File: config.mk
export PLATFORM = sky130hd
export DESIGN_NAME = tx_sched_flat
export DESIGN_NICKNAME = d
export VERILOG_FILES = /design/src/rtl/tx_sched_pkg.sv /design/src/rtl/tx_sched_if.sv /design/src/rtl/rr_pick.sv /design/src/rtl/tx_sched.sv /design/src/flat_wrapper.sv
export SDC_FILE = /design/constraint.sdc
export NUM_CORES = 1
export LEC_CHECK = 0
export CAP_MARGIN = 20
export CORE_MARGIN = 4
export CORE_UTILIZATION = 35
export CTS_CLUSTER_DIAMETER = 150
export CTS_CLUSTER_SIZE = 28
export DETAILED_ROUTE_END_ITERATION = 8
export HOLD_SLACK_MARGIN = 0.12
export PLACE_DENSITY_LB_ADDON = 0.1
export SYNTH_ARGS = -nofsm -noshare
export SYNTH_HDL_FRONTEND = slang
export SYNTH_SLANG_ARGS = --single-unit
File: constraint.sdc
create_clock -name sclk -period 1.7 [get_ports sclk]
set_clock_uncertainty 0.05 [all_clocks]
set_input_delay 0.34 -clock sclk [delete_from_list [all_inputs] [get_ports sclk]]
set_output_delay 0.34 -clock sclk [all_outputs]
set_load 0.005 [all_outputs]
File: src/rtl/tx_sched_pkg.sv
// Shared types for the UART transmit scheduler.
// State encoding, header tag and byte type.
package tx_sched_pkg;

    typedef enum logic [1:0] {
        IDLE,
        HDR,
        DATA
    } sched_state_t;

    typedef logic [7:0] byte_t;

    localparam logic [3:0] HDR_TAG = 4'hA;

endpackage

File: src/rtl/tx_sched_if.sv
// Requester byte streams plus the transmitter write port.
// master = requesters/transmitter side, slave = scheduler.
interface tx_sched_if
    import tx_sched_pkg::*;
#(
    parameter int NREQ = 4
);

    logic [NREQ-1:0]   req_valid;
    logic [8*NREQ-1:0] req_data;
    logic [NREQ-1:0]   req_last;
    logic [NREQ-1:0]   req_ready;
    logic              tx_full;
    logic              tx_write;
    byte_t             tx_data;

    modport master (
        output req_valid,
        output req_data,
        output req_last,
        output tx_full,
        input  req_ready,
        input  tx_write,
        input  tx_data
    );

    modport slave (
        input  req_valid,
        input  req_data,
        input  req_last,
        input  tx_full,
        output req_ready,
        output tx_write,
        output tx_data
    );

endinterface

File: src/rtl/rr_pick.sv
// Combinational round-robin pick: first valid at or after
// rr_ptr, wrapping modulo NREQ.
module rr_pick #(
    parameter int NREQ = 4,
    parameter int IDW  = $clog2(NREQ)
) (
    input  logic [NREQ-1:0] req_valid,
    input  logic [IDW-1:0]  rr_ptr,
    output logic            any,
    output logic [IDW-1:0]  pick
);

    int             sum;
    logic [IDW-1:0] idx;

    // Walk offsets high to low so the nearest valid wins last.
    always_comb begin
        any  = 1'b0;
        pick = rr_ptr;
        sum  = 0;
        idx  = '0;
        for (int i = NREQ - 1; i >= 0; i--) begin
            sum = int'(rr_ptr) + i;
            if (sum >= NREQ) begin
                sum = sum - NREQ;
            end
            idx = IDW'(sum);
            if (req_valid[idx]) begin
                any  = 1'b1;
                pick = idx;
            end
        end
    end

endmodule

File: src/rtl/tx_sched.sv
// Round-robin packet scheduler in front of the UART
// transmitter; optional ID header byte per grant.
module tx_sched
    import tx_sched_pkg::*;
#(
    parameter int NREQ    = 4,
    parameter int HDR_EN  = 1,
    parameter int MAX_LEN = 64,
    parameter int IDW     = $clog2(NREQ)
) (
    input  logic           sclk,
    input  logic           rst,
    tx_sched_if.slave      bus,
    output logic [IDW-1:0] grant_id,
    output logic           busy,
    output logic           ovf
);

    sched_state_t    state;
    logic [IDW-1:0]  rr_ptr;
    logic [7:0]      cnt;

    logic            any;
    logic [IDW-1:0]  pick;
    logic [IDW-1:0]  nxt_ptr;

    logic            g_valid;
    logic            g_last;
    byte_t           g_data;
    logic [3:0]      gid4;
    logic            at_max;

    logic            wr;
    byte_t           data;
    logic [NREQ-1:0] ready;

    rr_pick #(
        .NREQ (NREQ),
        .IDW  (IDW)
    ) u_pick (
        .req_valid (bus.req_valid),
        .rr_ptr    (rr_ptr),
        .any       (any),
        .pick      (pick)
    );

    assign nxt_ptr = (pick == IDW'(NREQ - 1)) ? '0
                   : pick + 1'b1;

    assign g_valid = bus.req_valid[grant_id];
    assign g_last  = bus.req_last[grant_id];
    assign g_data  = bus.req_data[{grant_id, 3'b000} +: 8];
    assign gid4    = 4'(grant_id);
    assign at_max  = ({1'b0, cnt} + 9'd1) == 9'(MAX_LEN);

    assign busy = (state != IDLE);

    always_comb begin
        wr    = 1'b0;
        data  = '0;
        ready = '0;
        unique case (state)
            HDR: begin
                wr   = !bus.tx_full;
                data = {HDR_TAG, gid4};
            end
            DATA: begin
                ready[grant_id] = !bus.tx_full;
                wr   = g_valid & !bus.tx_full;
                data = g_data;
            end
            default: ;
        endcase
    end

    assign bus.tx_write  = wr;
    assign bus.tx_data   = data;
    assign bus.req_ready = ready;

    always_ff @(posedge sclk or negedge rst) begin
        if (!rst) begin
            state    <= IDLE;
            grant_id <= '0;
            rr_ptr   <= '0;
            cnt      <= '0;
            ovf      <= 1'b0;
        end else begin
            ovf <= 1'b0;
            unique case (state)
                IDLE: begin
                    if (any) begin
                        grant_id <= pick;
                        rr_ptr   <= nxt_ptr;
                        cnt      <= '0;
                        state    <= (HDR_EN != 0) ? HDR : DATA;
                    end
                end
                HDR: begin
                    if (wr) begin
                        state <= DATA;
                    end
                end
                DATA: begin
                    if (wr) begin
                        cnt <= cnt + 8'd1;
                        if (g_last) begin
                            state <= IDLE;
                        end else if (at_max) begin
                            // Rest of the packet re-arbitrates.
                            state <= IDLE;
                            ovf   <= 1'b1;
                        end
                    end
                end
                default: state <= IDLE;
            endcase
        end
    end

endmodule

File: src/flat_wrapper.sv
// flat-port wrapper written by rule: the top's interface ports become plain ports
module tx_sched_flat import tx_sched_pkg::*;
#(
    parameter int NREQ    = 4,
    parameter int HDR_EN  = 1,
    parameter int MAX_LEN = 64,
    parameter int IDW     = $clog2(NREQ)
)
  (sclk, rst, grant_id, busy, ovf, bus_req_valid, bus_req_data, bus_req_last, bus_tx_full, bus_req_ready, bus_tx_write, bus_tx_data);
  tx_sched_if #(.NREQ(NREQ)) bus_i ();
  input  logic sclk;
  input  logic rst;
  output logic [IDW-1:0] grant_id;
  output logic busy;
  output logic ovf;
  input wire logic [$bits(bus_i.req_valid)-1:0] bus_req_valid;
  input wire logic [$bits(bus_i.req_data)-1:0] bus_req_data;
  input wire logic [$bits(bus_i.req_last)-1:0] bus_req_last;
  input wire logic [$bits(bus_i.tx_full)-1:0] bus_tx_full;
  output wire logic [$bits(bus_i.req_ready)-1:0] bus_req_ready;
  output wire logic [$bits(bus_i.tx_write)-1:0] bus_tx_write;
  output wire logic [$bits(bus_i.tx_data)-1:0] bus_tx_data;
  assign bus_i.req_valid = bus_req_valid;
  assign bus_i.req_data = bus_req_data;
  assign bus_i.req_last = bus_req_last;
  assign bus_i.tx_full = bus_tx_full;
  assign bus_req_ready = bus_i.req_ready;
  assign bus_tx_write = bus_i.tx_write;
  assign bus_tx_data = bus_i.tx_data;
  tx_sched #(.NREQ(NREQ), .HDR_EN(HDR_EN), .MAX_LEN(MAX_LEN), .IDW(IDW)) u_core (.sclk(sclk), .rst(rst), .bus(bus_i), .grant_id(grant_id), .busy(busy), .ovf(ovf));
endmodule
==> results of run 1 <==
routing by layer:
layer	vias up	wire (um)
met5	-	0
met4	0	85
met3	8	202
met2	50	2700
met1	815	2130
li1	784	-
registers in the layout (all words and copies together), names as in the netlist:
name and flops:
u_core.cnt 8, u_core.state 2, u_core.grant_id 2, u_core.ovf 1, u_core.rr_ptr 2
worst min path at each step:
| stage | endpoint | slack [ns] | cells after the start |
|---|---|---|---|
| after floorplan | u_core.cnt[0] | -0.006 | 0 |
| after global placement | u_core.state[1] | 0.45 | 1 |
| after detailed placement | u_core.cnt[7] | 0.45 | 1 |
| after CTS | u_core.cnt[5] | 0.37 | 2 |
| after global routing | u_core.cnt[2] | 0.39 | 2 |
| final | u_core.cnt[6] | 0.36 | 2 |
cell type report:
class / count / area (um^2)
timing repair buffer: 124 / 1100
multi-input combinational: 108 / 1060
fill: 275 / 1000
sequential: 15 / 378
tap: 48 / 60.1
clock buffer: 4 / 45.0
inverter: 10 / 37.5
layout by cell type, fill, tap and decap left out, drive strengths merged, types with 2 or more instances in the layout:
cell	synthesis	routed
a22oi	2	2
nor2b	3	3
dlygate4sd2	0	3
a31oi	4	4
clkbuf	3	5
inv	10	10
mux4	10	10
clkdlybuf4s15	0	3
nor2	9	9
and3	7	7
nand2	14	14
o22ai	3	3
clkdlybuf4s50	0	40
nor4	2	2
buf	7	77
nor3	3	3
ha	5	5
o21ai	6	6
a21oi	10	10
o41ai	2	2
mux2	2	2
dfrtp	15	15
nand3	4	4
repair_timing:
item | 4_1_cts | 5_1_grt
setup buffers | 20 | 5
gates cloned | 2 | 0
endpoints found under the setup margin | 31 | 29
resized for setup | 96 | 27
pin swaps | 15 | 16
per-stage QoR:
stage | hold slack [ns] | power [mW]
4_1_cts | 0.367 | 3.47
5_1_grt | 0.390 | 3.86
6_report | 0.356 | 3.61
2_1_floorplan | -0.00559 | 1.69
3_5_place_dp | 0.447 | 2.64
3_3_place_gp | 0.453 | 2.60
kinds of logic after synthesis:
kind of cell    share of synthesized area
buf+inv                            0.0739
compound gates                      0.206
fa+ha+maj                          0.0462
simple gates                        0.200
flops                               0.277
xor+xnor                          0.00647
mux                                 0.190
power by group through the flow:
stage,Clock (mW),Sequential [mW],Combinational (mW)
global placement,0,0.533,2.06
detailed placement,0,0.536,2.10
CTS,0.298,0.542,2.63
floorplan,0,0.524,1.16
global route,0.315,0.559,2.98
finish,0.290,0.548,2.77
==> results_dict.tcl, run 1 <==
set metrics [dict create \
    diodes 0 \
    holdBufCountCts 0 \
    core-area_um2 3690 \
    drt-total-wl_um 5130 \
    antenna_found_initial 0 \
    place_ws_ns -0.633 \
    dpl_cell_area_um2 2260 \
    syn_area_um2 1350 \
    cp.depth 6 \
    vias_per_cell 5.36 \
    final-max-slew-violation-count 0 \
    die_height_um 70.2 \
    yosysSeqAreaShare 0.277 \
    busiest_layer "met2" \
    crit_required_ns 1.31 \
    avgSynthCellArea_um2 9.47 \
    dr.pass1.iters 4 \
    rrSetupSlack_ns -0.35 \
    yosys-top-cells-area "dfrtp_1 28%, mux4_2 17%, ha_1 4.6%" \
    cts_tree "yes" \
    p_sw_mw 1.40 \
    drc 0 \
    syn_nets 191 \
    power.leakage_nw 1.18 \
    vias 1657 \
    synth_flop_cell "dfrtp_1" \
    maxCapViolCount 0 \
    cp.arrival_ns 1.67 \
    synth.cells.most_frequent "15 x dfrtp_1, 14 x nand2_1, 10 x a21oi_1, 10 x inv_1, 10 x mux4_2" \
    min_period_over_period 1.21 \
    violations "setup timing" \
    syn_to_final_growth_pct 98.3 \
    dieArea_um2 4930 \
    worstPathCellList "buf_12 -> buf_6 -> mux4_2 -> a22oi_2 -> nor2_1 -> buf_2" \
    globalRouteMet3Util 0.0417 \
    layoutNonFillerInstCount 309 \
    crit_start "u_core.grant_id[0]" \
    postLayoutSetupSlackWorst_ns -0.359 \
    grt_max_degree 16 \
    cts-root-buf "clkbuf_8" \
    wire_per_inst_um 16.6 \
    place_inst 280 \
    critPathMaxFanout 7 \
    pwr_density_cell_nw_per_um2 1340 \
    comb_power_share 0.768 \
    die_x_um 70.2 \
    crit_path_end "bus_tx_data[0]" \
    clk_latency_ns 0.24 \
    synth.most_common_cell "dfrtp_1" \
    relSlewSlack 0.726 \
    setup_viol 25 \
    grt_pass1_vias 1780 \
    max_freq_ghz 0.486 \
    ys_warn_count 0 \
    rsz0062_at_grt "true" \
    ant_nets 0 \
    min_path_type "input port to async pin" \
    finalHoldViolCount 0 \
    p_clk_frac 0.080 \
    initial_utilization 0.367 \
    rr_worst_depth 7 \
    swShare 0.388 \
    ir_drop_uv 870 \
    cts_buffer_depth 2 \
    path_clk_slew_ns 0.06 \
    critical_path_class "flip-flop to output pin" \
    slowest_stage "mux4_2" \
    overflow 0 \
    htreeDepth 1 \
    cts.sinks 15 \
    use_met2 0.375 \
    postSynthCellCount 143 \
    yosysTopAreaCellShare 0.277 \
    drive_gt1_frac 0.513 \
    synth_cell_type_count 47 \
    rows 22 \
    gp_congestion 0.806 \
    seqPwrFrac 0.152 \
    critPathTopFamily "multiplexers" \
    grtUsageMet1 0.240 \
    period_minus_slack_ns 2.06 \
    final.setup.tns_ns -6.23 \
    dp_hpwl_um 3500 \
    drt_iter0_drc 84 \
    cp.buffers_inverters 3 \
    status "finished, violations left" \
    async_reset_ff_frac 1.00 \
    grt_pass1_wl_um 8200 \
    utilization 0.728 \
    track_usage 0.204 \
    synth_edf_count 0 \
    start_kind "flip-flop" \
    ys_ff_latch 15 \
    cts_inserted_buffers 3 \
    worst_slew_pin_slew_ns 0.412 \
    slowest_delay_ns 0.50 \
    rr_endpoint "u_core.state[1]" \
    port_buffers 59 \
    final_cell_area_um2 2690 \
    ios 60 \
    p_int_mw 2.21 \
    yosys.area.top_type "dfrtp_1" \
    nets 310 \
    endpoint_kind "output pin" \
    timing.rr.start "u_core.grant_id[0]" \
]
Power figures use the tool's default switching activity.
==> run 2: changes to the inputs <==
--- a/config.mk
+++ b/config.mk
@@ -5,7 +5,6 @@
 export SDC_FILE = /design/constraint.sdc
 export NUM_CORES = 1
 export LEC_CHECK = 0
-export CAP_MARGIN = 20
 export CORE_MARGIN = 4
 export CORE_UTILIZATION = 35
 export CTS_CLUSTER_DIAMETER = 150
==> results of run 2 <==
The final DEF is identical to that of run 1; final timing and power are the same.
